==> config.mk <==
export PLATFORM = sky130hd
export DESIGN_NAME = xtea_stream_ctrl
export DESIGN_NICKNAME = d
export VERILOG_FILES = /design/src/rtl/xtea_stream_ctrl.sv
export SDC_FILE = /design/constraint.sdc
export NUM_CORES = 1
export LEC_CHECK = 0
export BUFFER_PORTS_ARGS = -buffer_cell sky130_fd_sc_hd__clkbuf_2
export CAP_MARGIN = 30
export CORE_AREA = 2 2 227 229
export CTS_CLUSTER_SIZE = 14
export DETAILED_ROUTE_END_ITERATION = 8
export DIE_AREA = 0 0 229 231
export GPL_ROUTABILITY_DRIVEN = 0
export HOLD_SLACK_MARGIN = 0.03
export PLACE_DENSITY_LB_ADDON = 0.05
export RECOVER_POWER = 100
export SLEW_MARGIN = 20
export SYNTH_ARGS = -nofsm -noshare
export SYNTH_HDL_FRONTEND = slang
export SYNTH_SLANG_ARGS = --single-unit
==> constraint.sdc <==
create_clock -name clock -period 20.6 [get_ports clock]
set_input_delay 1.03 -clock clock [delete_from_list [all_inputs] [get_ports clock]]
set_output_delay 1.03 -clock clock [all_outputs]
set_load 0.02 [all_outputs]
==> src/rtl/xtea_stream_ctrl.sv <==
`default_nettype none
// ============================================================================
//  Module      : xtea_stream_ctrl
//  Description : Word-stream front end for a 128-bit XTEA encoder core.
//                Packs four 32-bit plaintext words into one block, latches
//                the key when the block is complete, runs the encoder's
//                enable/done handshake and drains the ciphertext as four
//                32-bit words, low word first. One block is in flight at a
//                time. A RUN phase that outlasts TIMEOUT_CYC cycles without
//                done discards the block and raises a sticky fault flag.
//
//  Ports       : clock, reset     - rising-edge clock, async active-high reset
//                key_in           - key, sampled with the 4th input word
//                in_valid/in_ready/in_data    - plaintext word stream
//                out_valid/out_ready/out_data - ciphertext word stream
//                enc_enable, enc_data_in, enc_key - drive the encoder core
//                enc_data_out, enc_done           - results from the core
//                busy             - high in any state other than FILL
//                timeout_err      - sticky fault, cleared only by reset
//
//  Revision    : 1.0 - initial release
// ============================================================================
module xtea_stream_ctrl #(
    parameter int TIMEOUT_CYC = 255
) (
    input  logic         clock,
    input  logic         reset,
    input  logic [127:0] key_in,
    input  logic         in_valid,
    output logic         in_ready,
    input  logic [31:0]  in_data,
    output logic         out_valid,
    input  logic         out_ready,
    output logic [31:0]  out_data,
    output logic         enc_enable,
    output logic [127:0] enc_data_in,
    output logic [127:0] enc_key,
    input  logic [127:0] enc_data_out,
    input  logic         enc_done,
    output logic         busy,
    output logic         timeout_err
);

    localparam logic [1:0] S_FILL  = 2'd0;
    localparam logic [1:0] S_START = 2'd1;
    localparam logic [1:0] S_RUN   = 2'd2;
    localparam logic [1:0] S_DRAIN = 2'd3;

    // Counter value seen on the last RUN cycle allowed before a fault.
    localparam logic [7:0] c_TIMEOUT_LAST = 8'(TIMEOUT_CYC - 1);

    logic [1:0]   r_state;
    logic [1:0]   r_idx;        // word index, shared by FILL and DRAIN
    logic [7:0]   r_cnt;        // RUN-state cycle counter
    logic         r_first;      // a block has been loaded and is being run
    logic [127:0] r_block;
    logic [127:0] r_key;
    logic [127:0] r_obuf;
    logic         r_in_ready;
    logic         r_out_valid;
    logic         r_busy;
    logic         r_timeout_err;

    logic         w_in_fire;
    logic         w_out_fire;
    logic [6:0]   w_word_lsb;

    assign w_in_fire  = in_valid & r_in_ready;
    assign w_out_fire = r_out_valid & out_ready;
    assign w_word_lsb = {r_idx, 5'd0};

    always_ff @(posedge clock or posedge reset) begin
        if (reset) begin
            r_state       <= S_FILL;
            r_idx         <= 2'd0;
            r_cnt         <= 8'd0;
            r_first       <= 1'b0;
            r_block       <= '0;
            r_key         <= '0;
            r_obuf        <= '0;
            r_in_ready    <= 1'b1;
            r_out_valid   <= 1'b0;
            r_busy        <= 1'b0;
            r_timeout_err <= 1'b0;
        end else begin
            case (r_state)
                S_FILL: begin
                    if (w_in_fire) begin
                        r_block[w_word_lsb +: 32] <= in_data;
                        if (r_idx == 2'd3) begin
                            r_key      <= key_in;
                            r_idx      <= 2'd0;
                            r_in_ready <= 1'b0;
                            r_busy     <= 1'b1;
                            r_state    <= S_START;
                        end else begin
                            r_idx <= r_idx + 2'd1;
                        end
                    end
                end

                // The core loads on this edge; any done left over from the
                // previous block is cleared by the load itself.
                S_START: begin
                    r_cnt   <= 8'd0;
                    r_first <= 1'b1;
                    r_state <= S_RUN;
                end

                S_RUN: begin
                    if (enc_done) begin
                        r_obuf      <= enc_data_out;
                        r_first     <= 1'b0;
                        r_out_valid <= 1'b1;
                        r_state     <= S_DRAIN;
                    end else if (r_cnt == c_TIMEOUT_LAST) begin
                        r_timeout_err <= 1'b1;
                        r_first       <= 1'b0;
                        r_block       <= '0;
                        r_in_ready    <= 1'b1;
                        r_busy        <= 1'b0;
                        r_state       <= S_FILL;
                    end else begin
                        r_cnt <= r_cnt + 8'd1;
                    end
                end

                S_DRAIN: begin
                    if (w_out_fire) begin
                        if (r_idx == 2'd3) begin
                            r_idx       <= 2'd0;
                            r_out_valid <= 1'b0;
                            r_in_ready  <= 1'b1;
                            r_busy      <= 1'b0;
                            r_state     <= S_FILL;
                        end else begin
                            r_idx <= r_idx + 2'd1;
                        end
                    end
                end

                default: begin
                    r_state <= S_FILL;
                end
            endcase
        end
    end

    // Enable must fall in the same cycle done is seen, otherwise the core
    // would take the next edge as a reload of the block.
    assign enc_enable  = (r_state == S_START) |
                         ((r_state == S_RUN) & r_first & ~enc_done);

    assign enc_data_in = r_block;
    assign enc_key     = r_key;
    assign in_ready    = r_in_ready;
    assign out_valid   = r_out_valid;
    assign out_data    = r_obuf[w_word_lsb +: 32];
    assign busy        = r_busy;
    assign timeout_err = r_timeout_err;

endmodule
`default_nettype wire
==> results by group, run 1 <==
Pwr
  – Static leakage: about 0.010 uW
  – Design Power: about 2300 uW
  – Pwr/cell area: 114 mW/mm^2
  – Worst VDD drop: approximately 0.067 mV

Clock tree
  – Reg clk slew, reported paths: 0.06 ns
  – CTS-repair resized insts: 0
  – Clk buf depth: 3
  – Clock Latency Late Sink: between 0.5 and 0.6 ns
  – Clock Sinks: 401
  – CTS Hold Buffers Added: 0
  – CTS H-tree depth: 2
  – CTS buffer count: between 40 and 50
  – CTS tree: done
  – Post-CTS Setup Bufs: 0
  – CTS root buf: clkbuf_16

Yosys
  – Asr flop ratio synth: between 90% and 100%
  – Post-synth EDFFs: 0
  – Syn_nets: approximately 1300
  – Synthesized instance count: 981
  – Mapped Area: 0.0158 mm^2
  – Average cell area after synthesis: 16.1 um^2
  – Syn. warnings: 0
  – Synthesized flop and latch total: 401
  – Distinct cells, synth: 43
  – Dominant synthesized flop cell: dfrtp_1
  – Sequential-to-total area share from yosys stat: 63.3%

Worst setup path
  – Worst setup EP type: asynchronous set/reset pin
  – Worst EP arrival: slightly below 9 ns
  – Critical path's top delay family: buffers and inverters
  – Kind of critical path: input pin to asynchronous set/reset pin
  – Cell Chain, Critical Path: clkbuf_2 > clkinvlp_2 > clkbuf_1 > buf_16 > clkbuf_1 > clkbuf_1
  – Most used cell, CP: clkbuf_1
  – Max incr delay on CP: between 2 and 2.5 ns
  – Buffers plus inverters on the worst setup path: 6
  – Critical Path Source Type: input pin
  – Crit path max fanout: 128
  – Critical-path top delay cell: clkinvlp_2
  – CP required: around 21 ns

Floorplan
  – # IOs: 586
  – Die Wd: 229 um
  – # rows: between 80 and 90
  – Effective utilization at floorplan: a little under a third
  – Die Ht: between 200 and 250 um
  – Total Die Area: 0.0529 mm^2
  – Core area: 0.0507 mm^2

Placement
  – Port bufs: approximately 590
  – Placed cells: about 2200
  – HPWL after DPL: about 37000 um

Timing
  – Hold Vio Cnt, Final: 0
  – Fraction of the cycle the final worst path needs: just over 40%
  – Post-route setup TNS: 0 ns
  – Worst Tran Pin Value: ~4 ns
  – Min Tclk post-route: around 8.5 ns
  – Max-slew headroom at the worst pin: -168%
  – # setup viols final: 0
  – Slew Viols, Final: a little over 700
  – Highest clock rate: 0.118 GHz
  – Unrepaired setup endpoints after global routing: no
  – Final Skew: between 0.01 and 0.015 ns

Routing
  – # DRC: 0
  – Average wire per standard cell: between 20 and 25 um
  – Drt first-iter violations: about 500
  – ANT nets after route: 0
  – Via-to-Cell Ratio: around 4.8
  – Total length of routed wires: between 50000 and 60000 um
  – DRT Pass-1 Iters: 4
  – DR vias: roughly 11000

Run status
  – Violated checks: max-capacitance violations, max-slew violations
  – Status: finished, violations left

Min path
  – Worst Hold Class: flop to flop

Global route
  – Met1 GRT Util: between 20% and 30%
  – Vias in the first global route: 11403
  – Gr busiest metal: met2
  – First-pass GRT wire length: ~76000 um
  – Gr usage total: between 10% and 20%
  – Pin count of the biggest net entering global routing: 167
  – Global route overflow: 0
  – Initial antenna violation count: 16
  – Met2 capacity usage during global routing: 31.4%
  – Met3 Use GR: under 10%

Final layout
  – Fin util: about 40%
  – Filler Cell Count: 5043
  – Footprint of the multi-input gates: 0.00539 mm^2
  – Area grow syn2layout: 29.8%
  – Layout Nets: around 1900
  – Layout cells sized above 1: a little over two fifths
  – Final std cells w/o fill: 2287
  – Seq. cell area: around 0.01 mm^2

Flow run
  – Maxcap violations: 17
## cell families (layout without fill, tap and decap cells)
kind of cell	count (synthesis)	in the layout	synth area share (%)
other cells	0	6	0
simple gates	55	55	2.20
xor+xnor	1	1	0.0553
flops	401	401	63.3
mux	288	288	22.7
compound gates	157	157	8.36
fa+ha+maj	8	8	0.632
buf+inv	71	691	2.67
## area by class of cell
class | count | area share (%)
Sequential cell | 401 | 48.8
Antenna cell | 6 | 0.0730
Multi-Input combinational cell | 509 | 26.2
Tap cell | 680 | 4.14
Clock buffer | 71 | 7.09
Timing Repair Buffer | 602 | 12.9
Inverter | 7 | 0.134
Clock inverter | 11 | 0.633
## report_power, final
part | internal [uW] | switching, uW | leakage, uW
logic | 242 | 262 | 0.00388
registers | 922 | 67.2 | 0.00536
clock network | 522 | 329 | 0.000794
## sequential cells by signal, indices dropped and copies added, names as in the netlist
register,count
busy,1
enc_data_in,128
enc_key,128
in_ready,1
out_valid,1
r_cnt,8
r_first,1
r_idx,2
r_obuf,128
r_state,2
timeout_err,1
## per-stage QoR
stage / cell area (um^2) / hold slack, ns / setup slack (ns)
2_1_floorplan: 15800 / 0.474 / 8.42
3_3_place_gp: 19400 / 0.455 / 16.92
3_5_place_dp: 19500 / 0.456 / 17.06
4_1_cts: 21100 / 0.474 / 17.05
5_1_grt: 20600 / 0.507 / 10.49
6_report: 20600 / 0.467 / 12.12
## Yosys cell counts, types with 6 or more instances
| library cell | n | share of area, % |
|---|---|---|
| mux4_2 | 32 | 4.5 |
| buf_6 | 15 | 1.1 |
| nand2_1 | 19 | 0.45 |
| mux2_2 | 256 | 18 |
| a22o_1 | 128 | 7.1 |
| ha_1 | 8 | 0.63 |
| inv_1 | 7 | 0.17 |
| nand3_1 | 7 | 0.22 |
| nor2_1 | 6 | 0.14 |
| dfrtp_1 | 400 | 63 |
| buf_2 | 32 | 1.0 |
| clkbuf_1 | 16 | 0.38 |
## worst paths after layout
path | from | to | slack [ns] | cells past startpoint
hold / removal | timeout_err | timeout_err | 0.47 | 1
max in group clock | r_idx[0] | enc_key[62] | 12.24 | 6
setup / recovery | reset | enc_key[110] | 12.12 | 6
hold reg to reg | timeout_err | timeout_err | 0.47 | 1
min in group asynchronous | reset | enc_data_in[53] | 1.63 | 2
setup reg to reg | r_idx[0] | enc_key[62] | 12.24 | 6
## metal layers
metal | vias up | wire length [um]
met5 | - | 121
met4 | 18 | 1090
met2 | 401 | 25300
met3 | 83 | 5120
met1 | 5529 | 20400
li1 | 4842 | -
## cells in the final DEF, fill, tap and decap left out, drive strengths merged, types with 3 or more instances in the layout
master	netlist	routed
nand3	7	7
o31ai	3	3
nand4	3	3
a21oi	4	4
dfrtp	400	400
a22o	128	128
nor2	6	6
clkinv	0	8
and2	3	3
diode	0	6
o21ai	6	6
inv	7	6
clkbuf	16	670
bufinv	0	3
o211ai	3	3
buf	48	3
nand2	19	19
mux2	256	256
mux4	32	32
ha	8	8
o2bb2ai	3	3
No activity file was read; power rests on OpenSTA's default activity.
==> inputs of run 2 (changes only) <==
--- a/config.mk
+++ b/config.mk
@@ -7,10 +7,10 @@
 export LEC_CHECK = 0
 export BUFFER_PORTS_ARGS = -buffer_cell sky130_fd_sc_hd__clkbuf_2
 export CAP_MARGIN = 30
-export CORE_AREA = 2 2 227 229
+export CORE_AREA = 2 2 228 230
 export CTS_CLUSTER_SIZE = 14
 export DETAILED_ROUTE_END_ITERATION = 8
-export DIE_AREA = 0 0 229 231
+export DIE_AREA = 0 0 230 232
 export GPL_ROUTABILITY_DRIVEN = 0
 export HOLD_SLACK_MARGIN = 0.03
 export PLACE_DENSITY_LB_ADDON = 0.05
==> constraint.sdc (replaced) <==
create_clock -name clock -period 6.9 [get_ports clock]
set_input_delay 0.345 -clock clock [delete_from_list [all_inputs] [get_ports clock]]
set_output_delay 0.345 -clock clock [all_outputs]
set_load 0.02 [all_outputs]
==> run 2 against run 1 <==
  * The flow still finishes with violations (max-capacitance violations, max-slew violations)
  * Global-route usage about the same
  * Sequential share of layout area down 5.9 points
  * Combinational power rose to 3.3 times the previous value
  * Clock-buffer cell count fell by 4
  * Non-clock buffer count rose by 281
  * Clock power grew to 2.9 times the previous value
  * Core utilization up 5.4 points
==> results by group, run 2 (synthesized netlist as in run 1, its figures left out) <==
Worst setup path
  – Max incr delay on CP: 2.13 ns (-0.08 ns)
  – Worst setup EP type: flop
  – Worst EP arrival: 5.18 ns (-3.60 ns)
  – Critical Path Source Type: flop
  – Kind of critical path: flop to flop
  – Cell Chain, Critical Path: inv_1 > nand3_1 > clkbuf_1 > mux2_2
  – Crit path max fanout: 52 (-59%)
  – CP required: 7.34 ns (-13.55 ns)
  – Buffers plus inverters on the worst setup path: 2 (-4)
  – Critical path's top delay family: buffers and inverters
  – Critical-path top delay cell: clkbuf_1

Global route
  – First-pass GRT wire length: 78600 um (+3.2%)
  – Vias in the first global route: 12564 (+10%)
  – Pin count of the biggest net entering global routing: 172 (+3.0%)
  – Gr usage total: 19.2% (+0.039 points)
  – Global route overflow: 0 (unchanged)
  – Initial antenna violation count: 5 (-11)

Floorplan
  – Effective utilization at floorplan: 31.1% (-0.13 points)
  – Die Wd: 230 um (+0.44%)
  – Die Ht: 232 um (+0.43%)
  – # rows: 83 (unchanged)
  – # IOs: 586 (unchanged)
  – Core area: 0.0509 mm^2 (+0.41%)
  – Total Die Area: 0.0534 mm^2 (+0.87%)

Timing
  – Highest clock rate: 0.211 GHz
  – Worst Tran Pin Value: 2.91 ns (-1.09 ns)
  – Min Tclk post-route: ~4.7 ns
  – Slew Viols, Final: 325 (-55%)
  – Post-route setup TNS: 0 ns (unchanged)
  – Final Skew: 0.0179 ns (+0.00435 ns)
  – Hold Vio Cnt, Final: 0 (unchanged)
  – Unrepaired setup endpoints after global routing: no
  – Fraction of the cycle the final worst path needs: 68.7%
  – Max-slew headroom at the worst pin: -93.8% (+74 points)
  – # setup viols final: 0 (unchanged)

Routing
  – Drt first-iter violations: 448 (-11%)
  – Average wire per standard cell: 20.5 um (-9.9%)
  – # DRC: 0 (unchanged)
  – Via-to-Cell Ratio: 4.66 (-2.0%)
  – DR vias: 11964 (+10%)
  – Total length of routed wires: 52600 um (+1.2%)
  – DRT Pass-1 Iters: 4 (unchanged)
  – ANT nets after route: 0 (unchanged)

Pwr
  – Design Power: 7070 uW (+200%)
  – Worst VDD drop: 0.181 mV (+170%)
  – Pwr/cell area: 302 mW/mm^2 (+160%)
  – Static leakage: 0.0112 uW (+12%)

Clock tree
  – Clock Latency Late Sink: 0.58 ns (about the same)
  – Clock Sinks: 401 (unchanged)
  – CTS buffer count: 48 (+2.1%)
  – CTS root buf: clkbuf_16
  – CTS tree: done
  – Reg clk slew, reported paths: 0.06 ns (about the same)
  – Clk buf depth: 3 (unchanged)
  – CTS H-tree depth: 2 (unchanged)

Final layout
  – Area grow syn2layout: 47.8%
  – Layout Nets: 2151 (+15%)
  – Layout cells sized above 1: 36.0% (-5.9 points)
  – Most frequent cells in the layout: 398 x dfrtp_1, 307 x clkbuf_1, 292 x clkbuf_2
  – Commonest non-fill, non-tap cell in the layout: dfrtp_1
  – Filler Cell Count: 4818 (-4.5%)

Run status
  – Violated checks: max-capacitance violations, max-slew violations
  – Status: finished, violations left

Flow run
  – Maxcap violations: 8 (-9)

Min path
  – Worst Hold Class: input pin to flop

Placement
  – HPWL after DPL: 35600 um (-3.0%)
  – Port bufs: 585 (unchanged)
run 2: worst register-to-register path, stage by stage (launching register included):
cell      delay, ns
dfrtp_1        0.62
inv_1          0.18
nand3_1        1.13
clkbuf_1       2.14
mux2_2         0.54
run 2: per-stage QoR:
| stage | instances | hold WS (ns) | setup slack, ns | cell area [um^2] | utilization (%) |
|---|---|---|---|---|---|
| after detailed placement | 2195 | 0.462 | 3.45 | 19400 | 38.1 |
| final | 2567 | 0.0692 | 2.16 | 23400 | 46.0 |
| after floorplan | 981 | 0.413 | 1.16 | 15800 | - |
| after CTS | 2563 | 0.0301 | 3.44 | 23800 | 46.7 |
| after global routing | 2566 | 0.0452 | 1.81 | 23400 | 46.0 |
| after global placement | 2195 | 0.454 | 3.51 | 19400 | 38.1 |
run 2: routing by layer:
metal | track usage, % | routed length [um] | vias up
met1 | 24.1 | 21800 | 6059
met5 | 0 | 38 | -
met3 | 6.19 | 4060 | 70
li1 | - | - | 5415
met4 | 5.10 | 1130 | 6
met2 | 32.0 | 25600 | 414
run 2: path summary, 6_finish.rpt:
path / from / endpoint / slack (ns) / cells after the start
max in group asynchronous: reset / enc_key[124] / 4.11 / 6
hold / removal: in_data[11] / enc_data_in[107] / 0.07 / 2
hold reg to reg: timeout_err / timeout_err / 0.48 / 1
min in group asynchronous: reset / enc_data_in[108] / 0.62 / 3
setup / recovery: r_state[0] / r_obuf[76] / 2.16 / 4
setup reg to reg: r_state[0] / r_obuf[76] / 2.16 / 4
run 2: area by class of cell:
type / instances / area [um^2] / area share, %
clock inverters: 18 / 154 / 0.657
well taps: 680 / 851 / 3.63
inverters: 7 / 27.5 / 0.118
multi-input cells: 509 / 5390 / 23.0
diodes: 2 / 5.00 / 0.0214
clock buffers: 67 / 1390 / 5.95
repair buffers: 883 / 5550 / 23.7
flip-flops and latches: 401 / 10000 / 42.9
run 2: repair_timing:
| action | in CTS | in global routing |
|---|---|---|
| setup endpoints to repair | 0 | 0 |
| hold endpoints to repair | 364 | 0 |
| buffers inserted | 0 | 0 |
| hold buffers | 283 | 0 |
| resized for setup | 0 | 0 |
run 2: power by group:
group	switching [uW]	internal [uW]	total [uW]	leakage, uW
Combinational	826	815	1640	0.00510
Clock	1000	1480	2480	0.000774
Sequential	197	2750	2950	0.00536
